**src/rtl/serial_magnitude_comparator_pkg.sv**
```systemverilog
// Shared types for the bit-serial magnitude comparator: FSM states and
// result-vector bit positions.
package comparator_pkg;

    typedef enum logic [1:0] {
        IDLE    = 2'd0,
        COMPARE = 2'd1,
        DONE    = 2'd2
    } cmp_state_t;

    localparam int RES_GT = 2;
    localparam int RES_EQ = 1;
    localparam int RES_LT = 0;

endpackage

```
**src/rtl/serial_magnitude_comparator_if.sv**
```systemverilog
// Start/done handshake, operands and three-way result of the serial comparator.
interface serial_magnitude_comparator_if #(
    parameter int WIDTH = 8
);
    logic             start;
    logic [WIDTH-1:0] a;
    logic [WIDTH-1:0] b;
    logic             busy;
    logic             done;
    logic             gt;
    logic             eq;
    logic             lt;

    modport master (output start, a, b, input busy, done, gt, eq, lt);
    modport slave  (input start, a, b, output busy, done, gt, eq, lt);
endinterface

```
**src/rtl/serial_magnitude_comparator_one_bit_comparator.sv**
```systemverilog
// One-bit comparator slice: greater / equal / less flags for a single bit pair.
module one_bit_comparator (
    input  logic A,
    input  logic B,
    output logic o1,
    output logic o2,
    output logic o3
);
    assign o1 = A & ~B;
    assign o2 = ~(A ^ B);
    assign o3 = ~A & B;
endmodule

```
**src/rtl/serial_magnitude_comparator.sv**
```systemverilog
// Bit-serial unsigned magnitude comparator: scans MSB-first through a single
// one-bit slice and stops at the first differing bit.
module serial_magnitude_comparator
    import comparator_pkg::*;
#(
    parameter int WIDTH = 8
) (
    input  logic                          clk,
    input  logic                          rst_n,
    serial_magnitude_comparator_if.slave  bus
);
    localparam int IDX_W = $clog2(WIDTH);

    cmp_state_t       r_state;
    logic [WIDTH-1:0] r_a;
    logic [WIDTH-1:0] r_b;
    logic [IDX_W-1:0] r_idx;
    logic             r_busy;
    logic             r_done;
    logic [2:0]       r_res;

    logic w_gt;
    logic w_eq;
    logic w_lt;

    // The slice always looks at the current MSBs; operands shift toward it.
    one_bit_comparator u_slice (
        .A  (r_a[WIDTH-1]),
        .B  (r_b[WIDTH-1]),
        .o1 (w_gt),
        .o2 (w_eq),
        .o3 (w_lt)
    );

    always_ff @(posedge clk or negedge rst_n) begin
        if (!rst_n) begin
            r_state <= IDLE;
            r_a     <= '0;
            r_b     <= '0;
            r_idx   <= '0;
            r_busy  <= 1'b0;
            r_done  <= 1'b0;
            r_res   <= '0;
        end else begin
            case (r_state)
                IDLE: begin
                    r_done <= 1'b0;
                    if (bus.start) begin
                        r_a     <= bus.a;
                        r_b     <= bus.b;
                        r_idx   <= IDX_W'(WIDTH - 1);
                        r_busy  <= 1'b1;
                        r_state <= COMPARE;
                    end
                end
                COMPARE: begin
                    if (!w_eq) begin
                        r_res[RES_GT] <= w_gt;
                        r_res[RES_EQ] <= 1'b0;
                        r_res[RES_LT] <= w_lt;
                        r_done        <= 1'b1;
                        r_state       <= DONE;
                    end else if (r_idx == '0) begin
                        r_res[RES_GT] <= 1'b0;
                        r_res[RES_EQ] <= 1'b1;
                        r_res[RES_LT] <= 1'b0;
                        r_done        <= 1'b1;
                        r_state       <= DONE;
                    end else begin
                        r_a   <= r_a << 1;
                        r_b   <= r_b << 1;
                        r_idx <= r_idx - 1'b1;
                    end
                end
                DONE: begin
                    r_done  <= 1'b0;
                    r_busy  <= 1'b0;
                    r_state <= IDLE;
                end
                default: begin
                    r_done  <= 1'b0;
                    r_busy  <= 1'b0;
                    r_state <= IDLE;
                end
            endcase
        end
    end

    assign bus.busy = r_busy;
    assign bus.done = r_done;
    assign bus.gt   = r_res[RES_GT];
    assign bus.eq   = r_res[RES_EQ];
    assign bus.lt   = r_res[RES_LT];

endmodule

```
**src/flat_wrapper.sv**
```systemverilog
// flat-port wrapper written by rule: the top's interface ports become plain ports
module serial_magnitude_comparator_flat import comparator_pkg::*;
#(
    parameter int WIDTH = 8
)
  (clk, rst_n, bus_start, bus_a, bus_b, bus_busy, bus_done, bus_gt, bus_eq, bus_lt);
  serial_magnitude_comparator_if #(.WIDTH(WIDTH)) bus_i ();
  input  logic clk;
  input  logic rst_n;
  input wire logic [$bits(bus_i.start)-1:0] bus_start;
  input wire logic [$bits(bus_i.a)-1:0] bus_a;
  input wire logic [$bits(bus_i.b)-1:0] bus_b;
  output wire logic [$bits(bus_i.busy)-1:0] bus_busy;
  output wire logic [$bits(bus_i.done)-1:0] bus_done;
  output wire logic [$bits(bus_i.gt)-1:0] bus_gt;
  output wire logic [$bits(bus_i.eq)-1:0] bus_eq;
  output wire logic [$bits(bus_i.lt)-1:0] bus_lt;
  assign bus_i.start = bus_start;
  assign bus_i.a = bus_a;
  assign bus_i.b = bus_b;
  assign bus_busy = bus_i.busy;
  assign bus_done = bus_i.done;
  assign bus_gt = bus_i.gt;
  assign bus_eq = bus_i.eq;
  assign bus_lt = bus_i.lt;
  serial_magnitude_comparator #(.WIDTH(WIDTH)) u_core (.clk(clk), .rst_n(rst_n), .bus(bus_i));
endmodule
```
**config.mk**
```make
export PLATFORM = sky130hd
export DESIGN_NAME = serial_magnitude_comparator_flat
export DESIGN_NICKNAME = d
export VERILOG_FILES = /design/src/rtl/serial_magnitude_comparator_pkg.sv /design/src/rtl/serial_magnitude_comparator_if.sv /design/src/rtl/serial_magnitude_comparator_one_bit_comparator.sv /design/src/rtl/serial_magnitude_comparator.sv /design/src/flat_wrapper.sv
export SDC_FILE = /design/constraint.sdc
export NUM_CORES = 1
export LEC_CHECK = 0
export BUFFER_PORTS_ARGS = -buffer_cell sky130_fd_sc_hd__buf_2
export CAP_MARGIN = 15
export CORE_ASPECT_RATIO = 0.8
export CORE_MARGIN = 2
export CORE_UTILIZATION = 50
export DETAILED_ROUTE_END_ITERATION = 16
export PLACE_DENSITY_LB_ADDON = 0.12
export SYNTH_ARGS = -nofsm -noshare
export SYNTH_HDL_FRONTEND = slang
export SYNTH_HIERARCHICAL = 1
export SYNTH_SLANG_ARGS = --single-unit
```
**constraint.sdc**
```tcl
create_clock -name clk -period 1.9 [get_ports clk]
set_clock_uncertainty 0.2 [all_clocks]
set_input_delay 0.38 -clock clk [delete_from_list [all_inputs] [get_ports clk]]
set_output_delay 0.38 -clock clk [all_outputs]
set_load 0.05 [all_outputs]
```
==> results.cfg, run 1 <==
[die]
die_area_mm2 = 0.00318
start_util = 0.543
ioPinCount = 24
die_height_um = 50.8
rows = 16
core-area_mm2 = 0.00252
die_width_um = 62.5

[placed_design]
gp_congestion = 0.809
placed_cells_incl_taps = 185
portBuffers = 23
pre_cts_slack_ps = 23.2
hpwl_mm = 2.12

[drt]
drtIter0Drc = 49
routed_wl_mm = 3.04
firstDrtPassIters = 4
route.detailed.drc = 0
viasPerCell = 6.00
via_count = 1140
wire_per_inst_um = 16.0
ant_nets = 0

[global_route]
grt_max_degree = 27
grt_first_pass_wirelength_mm = 5.09
gr-total-overflow = 0
track_usage = 0.207
grt_pass1_vias = 1050
grt_antenna_before_repair = 0

[sta]
drv_slew = 0
slew_headroom = 0.456
tightest_slew_ps = 813
period_share = 1.02
tns_ps = -31.9
fin_ws_ps = -31.9
period_needed_ps = 1930
fmax_mhz = 518
rsz0062_at_grt = true
setup_violations = 1
hold_viol = 0

[finish]
final-seq-area_um2 = 651
num-nets-final = 178
final_cell_mix = 26 x dfrtp_1, 23 x buf_2, 15 x nor2_1
drive_gt1_frac = 0.292
fill_cells = 221
area_growth_pct = 16.5
multi_input_area_um2 = 609
layout_commonest_cell = dfrtp_1
n_antenna_cell = 0
stdcell_count = 190

[cts]
cts_setup_buffers = 0
cts.sinks = 26
cts_root_buf = clkbuf_4
clock_latency_ps = 330
clockBufferDepth = 2
cts.clk_slew.worst_paths_ps = 140
cts_tree = built
cts_buffers = 3
cts_htree_levels = 1

[power]
peakVddDrop_mv = 0.861
power_density_mw_per_mm2 = 1720
pwr-share-seq = 0.350
power_frac_clock = 0.140
switching_share = 0.418
p_comb_frac = 0.511
switching_power_mw = 1.14
p_leak_nw = 0.748
p_int_mw = 1.60

[setup_path]
crit_chain = or3b_1, o311ai_0, o221a_2
cp.required_ps = 1970
crit_buf_inv = 0
worst-setup-path-type = reg2reg
cp_top_family = simple AND/OR/NAND/NOR gates
end_kind = flip-flop
cpMaxStageDelayCell = or3b_1
critPathMaxStageDelay_ps = 670
critPathLaunchType = flip-flop
cp_max_fo = 18
crit_arrival_ps = 2010

[synth]
seq_area_frac_synth = 0.475
ys.flop_type = dfrtp_1
synth_seq_cells = 26
synth_edf_count = 0
syn_inst = 128
yosys_warnings = 6
async_reset_ff_frac = 1.00
ys_types = 35
syn_nets = 151
synth_area_per_cell_um2 = 10.7
netlist_area_mm2 = 0.00137

[hold_path]
hold_class = in2reg

[run_status]
violations = setup timing
outcome = complete, but fails checks

[run]
maxCapViolCount = 0
metrics by stage:
step           power [mW]  hold slack (ps)   util  cell area [um2]
3_5_place_dp         2.32              208  0.602             1520
3_3_place_gp         2.30              208  0.602             1520
4_1_cts              2.71             92.9  0.626             1580
6_report             2.74              104  0.632             1600
5_1_grt              2.95             79.2  0.632             1600
2_1_floorplan        1.98             -116      -             1370
per-layer routing:
metal | wire length [um] | up-vias | share of wire | global-route usage
met3 | 240 | 4 | 0.079 | 0.0471
li1 | - | 532 | - | -
met2 | 1360 | 45 | 0.45 | 0.333
met1 | 1420 | 559 | 0.47 | 0.287
met5 | 0 | - | 0 | 0
met4 | 20 | 0 | 0.0066 | 0.0444
power by group through the flow:
stage               registers, mW  logic, mW  clock network, mW
CTS                         0.951       1.36              0.394
global route                0.986       1.54              0.423
finish                      0.958       1.40              0.383
detailed placement          0.961       1.36                  0
floorplan                    1.01      0.970                  0
global placement            0.951       1.35                  0
worst reg2reg max path: cells and delay by family (launching register included):
family | cells | cell delay [ps]
DFF | 1 | 500
and+or+nand+nor | 1 | 670
AOI/OAI and AO/OA | 2 | 510
cell type report:
cell class / instances / area share
clock buffers: 3 / 0.0141
clock inverters: 1 / 0.0188
inverters: 12 / 0.0282
multi-input cells: 79 / 0.382
flip-flops and latches: 26 / 0.408
well taps: 36 / 0.0282
repair buffers: 33 / 0.121
logic make-up after synthesis:
| kind of cell | synth area share |
|---|---|
| AND/OR/NAND/NOR | 0.123 |
| AO/OA/AOI/OAI | 0.260 |
| flip-flops | 0.475 |
| multiplexers | 0.0146 |
| buffers and inverters | 0.0905 |
| adder cells (fa/ha/maj) | 0.0366 |
cell usage after synthesis, types with 2 or more instances:
master | number | share of area
buf_6 | 2 | 0.016
a311o_1 | 4 | 0.029
dfrtp_1 | 26 | 0.48
ha_1 | 4 | 0.037
a311oi_1 | 7 | 0.045
nor2_1 | 15 | 0.041
o221a_2 | 4 | 0.033
nand2b_1 | 2 | 0.0091
nor2b_1 | 2 | 0.0091
o221ai_1 | 2 | 0.013
o311ai_0 | 4 | 0.026
buf_2 | 5 | 0.018
mux2i_1 | 2 | 0.015
a211oi_1 | 6 | 0.033
a22o_1 | 2 | 0.013
a2bb2oi_1 | 2 | 0.013
o221a_1 | 4 | 0.033
inv_1 | 12 | 0.033
o21a_1 | 2 | 0.011
nand2_1 | 6 | 0.016
registers in the layout, summed over array words and instances, names as in the netlist:
| name | cells |
|---|---|
| u_core/r_a | 8 |
| u_core/r_idx | 3 |
| u_core/r_state | 2 |
| u_core/bus.done | 1 |
| u_core/bus.busy | 1 |
| u_core/r_b | 8 |
| u_core/r_res | 3 |
worst paths after layout:
check | slack, ps | end | cells past startpoint | startpoint
setup / recovery | -30 | u_core/r_a[4]$_DFFE_PN0P_ | 3 | u_core/r_state[0]$_DFFE_PN0P_
hold / removal | 100 | u_core/r_b[1]$_DFFE_PN0P_ | 3 | bus_b[1]
setup reg to reg | -30 | u_core/r_a[4]$_DFFE_PN0P_ | 3 | u_core/r_state[0]$_DFFE_PN0P_
hold reg to reg | 310 | u_core/r_res[2]$_DFFE_PN0P_ | 1 | u_core/r_res[2]$_DFFE_PN0P_
max in group asynchronous | 770 | u_core/r_a[2]$_DFFE_PN0P_ | 2 | rst_n
min in group asynchronous | 350 | u_core/r_b[0]$_DFFE_PN0P_ | 2 | rst_n
repair_timing:
item,CTS,global route
gates resized for setup,0,3
hold endpoints to repair,26,0
hold buffers,1,0
setup endpoints to repair,0,15
Note: power is estimated with default switching activity, not from simulation.
==> inputs of run 2 (changes only) <==
--- a/config.mk
+++ b/config.mk
@@ -5,11 +5,13 @@
 export SDC_FILE = /design/constraint.sdc
 export NUM_CORES = 1
 export LEC_CHECK = 0
+export ABC_AREA = 1
 export BUFFER_PORTS_ARGS = -buffer_cell sky130_fd_sc_hd__buf_2
 export CAP_MARGIN = 15
 export CORE_ASPECT_RATIO = 0.8
 export CORE_MARGIN = 2
 export CORE_UTILIZATION = 50
+export CTS_CLUSTER_SIZE = 10
 export DETAILED_ROUTE_END_ITERATION = 16
 export PLACE_DENSITY_LB_ADDON = 0.12
 export SYNTH_ARGS = -nofsm -noshare
==> run 2 against run 1 <==
Effect of this change:
- the flow now finishes without violations
- sequential power is essentially flat
- critical path depth grew 3
- die area shrank 5.4%
- highest routed layer unchanged
==> results.cfg, run 2 <==
[run_status]
outcome = finished, final reports clean

[synth]
ys_top_cells_by_area = dfrtp_1 50%, nand2_1 28%, nand3_1 8.5%, ha_1 3.9%, buf_2 2.7%
synthAdderAreaFrac = 0.0388
synthTopCellsByCount = 95 x nand2_1, 26 x dfrtp_1, 22 x nand3_1
syn_nets = 195
ys.flop_type = dfrtp_1
netlist_area_mm2 = 0.00129
synth_seq_cells = 26
seq_area_frac_synth = 0.505
synth_area_per_cell_um2 = 7.49
synth_top_area_cell = dfrtp_1
synth.most_common_cell = nand2_1
synthXorXnorAreaFrac = 0
async_reset_ff_frac = 1.00
synth_top_area_share = 0.505
syn_inst = 172
synth_top_family_by_area = simple AND/OR/NAND/NOR gates
ys_types = 13
synth_edf_count = 0
synthSimpleGateAreaFrac = 0.387
muxShareOfSynthArea = 0
yosys_warnings = 6
synth-compound-area-share = 0.00388

[sta]
period_share = 0.857
holdWs_ps = 123
rsz0062_at_grt = false
period_needed_ps = 1630
setup_violations = 0
tns_ps = 0
tightest_slew_ps = 579
hold_viol = 0
drv_slew = 0
slew_headroom = 0.614
fmax_mhz = 614

[placed_design]
placed_area_mm2 = 0.00144
hpwl_mm = 1.83
gp_congestion = 0.772
portBuffers = 23

[cts]
cts_buffers = 3
clock_latency_ps = 320
cts_htree_levels = 1
cts_tree = built
cts.sinks = 26
clockBufferDepth = 2
cts.clk_slew.worst_paths_ps = 140
cts_root_buf = clkbuf_4

[global_route]
track_usage = 0.200
grt_pass1_vias = 1087
gr-total-overflow = 0
grt_first_pass_wirelength_mm = 4.57
grt_antenna_before_repair = 0
grt_max_degree = 27

[finish]
n_antenna_cell = 0
post-route-util = 0.609
final_cell_mix = 95 x nand2_1, 26 x dfrtp_1, 23 x buf_2
largest_registers = u_core/r_a: 8 flops, u_core/r_b: 8 flops
fin_area_mm2 = 0.00149
layout_commonest_cell = nand2_1
area_growth_pct = 15.3
fill_cells = 256
num-nets-final = 221
drive_gt1_frac = 0.178

[drt]
viasPerCell = 4.85
ant_nets = 0
via_count = 1129
routed_wl_mm = 2.64
drtIter0Drc = 31
wire_per_inst_um = 11.3
route.detailed.drc = 0
firstDrtPassIters = 4

[die]
die_height_um = 49.4
core-area_mm2 = 0.00244
start_util = 0.528
die_width_um = 60.8
rows = 16
ioPinCount = 24
die_area_mm2 = 0.00300

[power]
power_density_mw_per_mm2 = 1670
peakVddDrop_mv = 0.758
p_leak_nw = 0.890

[run]
maxCapViolCount = 0

[setup_path]
critPathMostFrequentCell = nand2_1
worst-setup-path-type = reg2reg
end_kind = flip-flop
cp_max_fo = 18
cp.required_ps = 1920
crit_chain = inv_1, ha_1, nand3_1, nand2_2, nand2_1, nand2_1
crit_arrival_ps = 1650
reg2reg_slack_ps = 270
critPathMaxStageDelay_ps = 400
cpMaxStageDelayCell = dfrtp_1
critPathLaunchType = flip-flop

[hold_path]
hold_class = in2reg
## run 2: changes by cell type after synthesis, sizes merged, moves of 4 or more
cell,delta
o221a,-8
a311o,-4
a311oi,-7
nand3,+21
nor2,-12
o311ai,-4
nand2,+90
a211oi,-6
## run 2: cells by family after synthesis
group,Yosys count
AND/OR/NAND/NOR,123
buffers and inverters,18
AO/OA/AOI/OAI,1
flip-flops,26
adder cells (fa/ha/maj),4
## run 2: worst max-delay path, delay by kind of cell (launching register included)
kind | cells | cell delay, ps
adders and majority gates | 1 | 290
buffers and inverters | 1 | 50
DFF | 1 | 400
and+or+nand+nor | 4 | 570
## run 2: timing repair
action | 4_1_cts | 5_1_grt
setup buffers | 0 | 0
endpoints found under the hold margin | 26 | 0
hold buffers | 1 | 0
setup endpoints to repair | 0 | 0
gates resized for setup | 0 | 0
## run 2: layout make-up
class / count / area, um2 / share of cell area
flip-flops and latches: 26 / 651 / 0.438
multi-input cells: 128 / 554 / 0.373
repair buffers: 29 / 163 / 0.109
well taps: 36 / 45.0 / 0.0303
inverters: 10 / 37.5 / 0.0253
clock buffers: 4 / 36.3 / 0.0244
## run 2: power by group
part	switching (mW)	internal, mW	leakage [nW]
logic	0.835	0.403	0.545
registers	0.147	0.810	0.324
clock network	0.164	0.117	0.0210
total	1.15	1.33	0.890
## run 2: final timing paths
check                                             from  depth (start not counted)                       endpoint
max                          u_core/r_a[7]$_DFFE_PN0P_                          6      u_core/r_b[3]$_DFFE_PN0P_
min reg2reg                u_core/r_res[2]$_DFFE_PN0P_                          2    u_core/r_res[2]$_DFFE_PN0P_
max reg2reg                  u_core/r_a[7]$_DFFE_PN0P_                          6      u_core/r_b[3]$_DFFE_PN0P_
max in group asynchronous                        rst_n                          2      u_core/r_b[4]$_DFFE_PN0P_
min                                           bus_a[0]                          3      u_core/r_a[0]$_DFFE_PN0P_
min in group asynchronous                        rst_n                          2  u_core/r_state[1]$_DFFE_PN0P_
## run 2: per-stage QoR
stage               setup slack [ps]  power (mW)  cells
finish                           271        2.48    233
global route                     146        2.73    233
CTS                              281        2.49    233
detailed placement               306        2.20    228
global placement                 365        2.17    228
floorplan                        390        1.92    172
## run 2: per-layer routing
| layer | up-vias | GRT usage | part of all wire |
|---|---|---|---|
| met5 | - | 0 | 0 |
| met4 | 0 | 0.0290 | 0.0057 |
| met3 | 2 | 0.0477 | 0.036 |
| met2 | 16 | 0.335 | 0.48 |
| met1 | 531 | 0.267 | 0.48 |
| li1 | 580 | - | - |
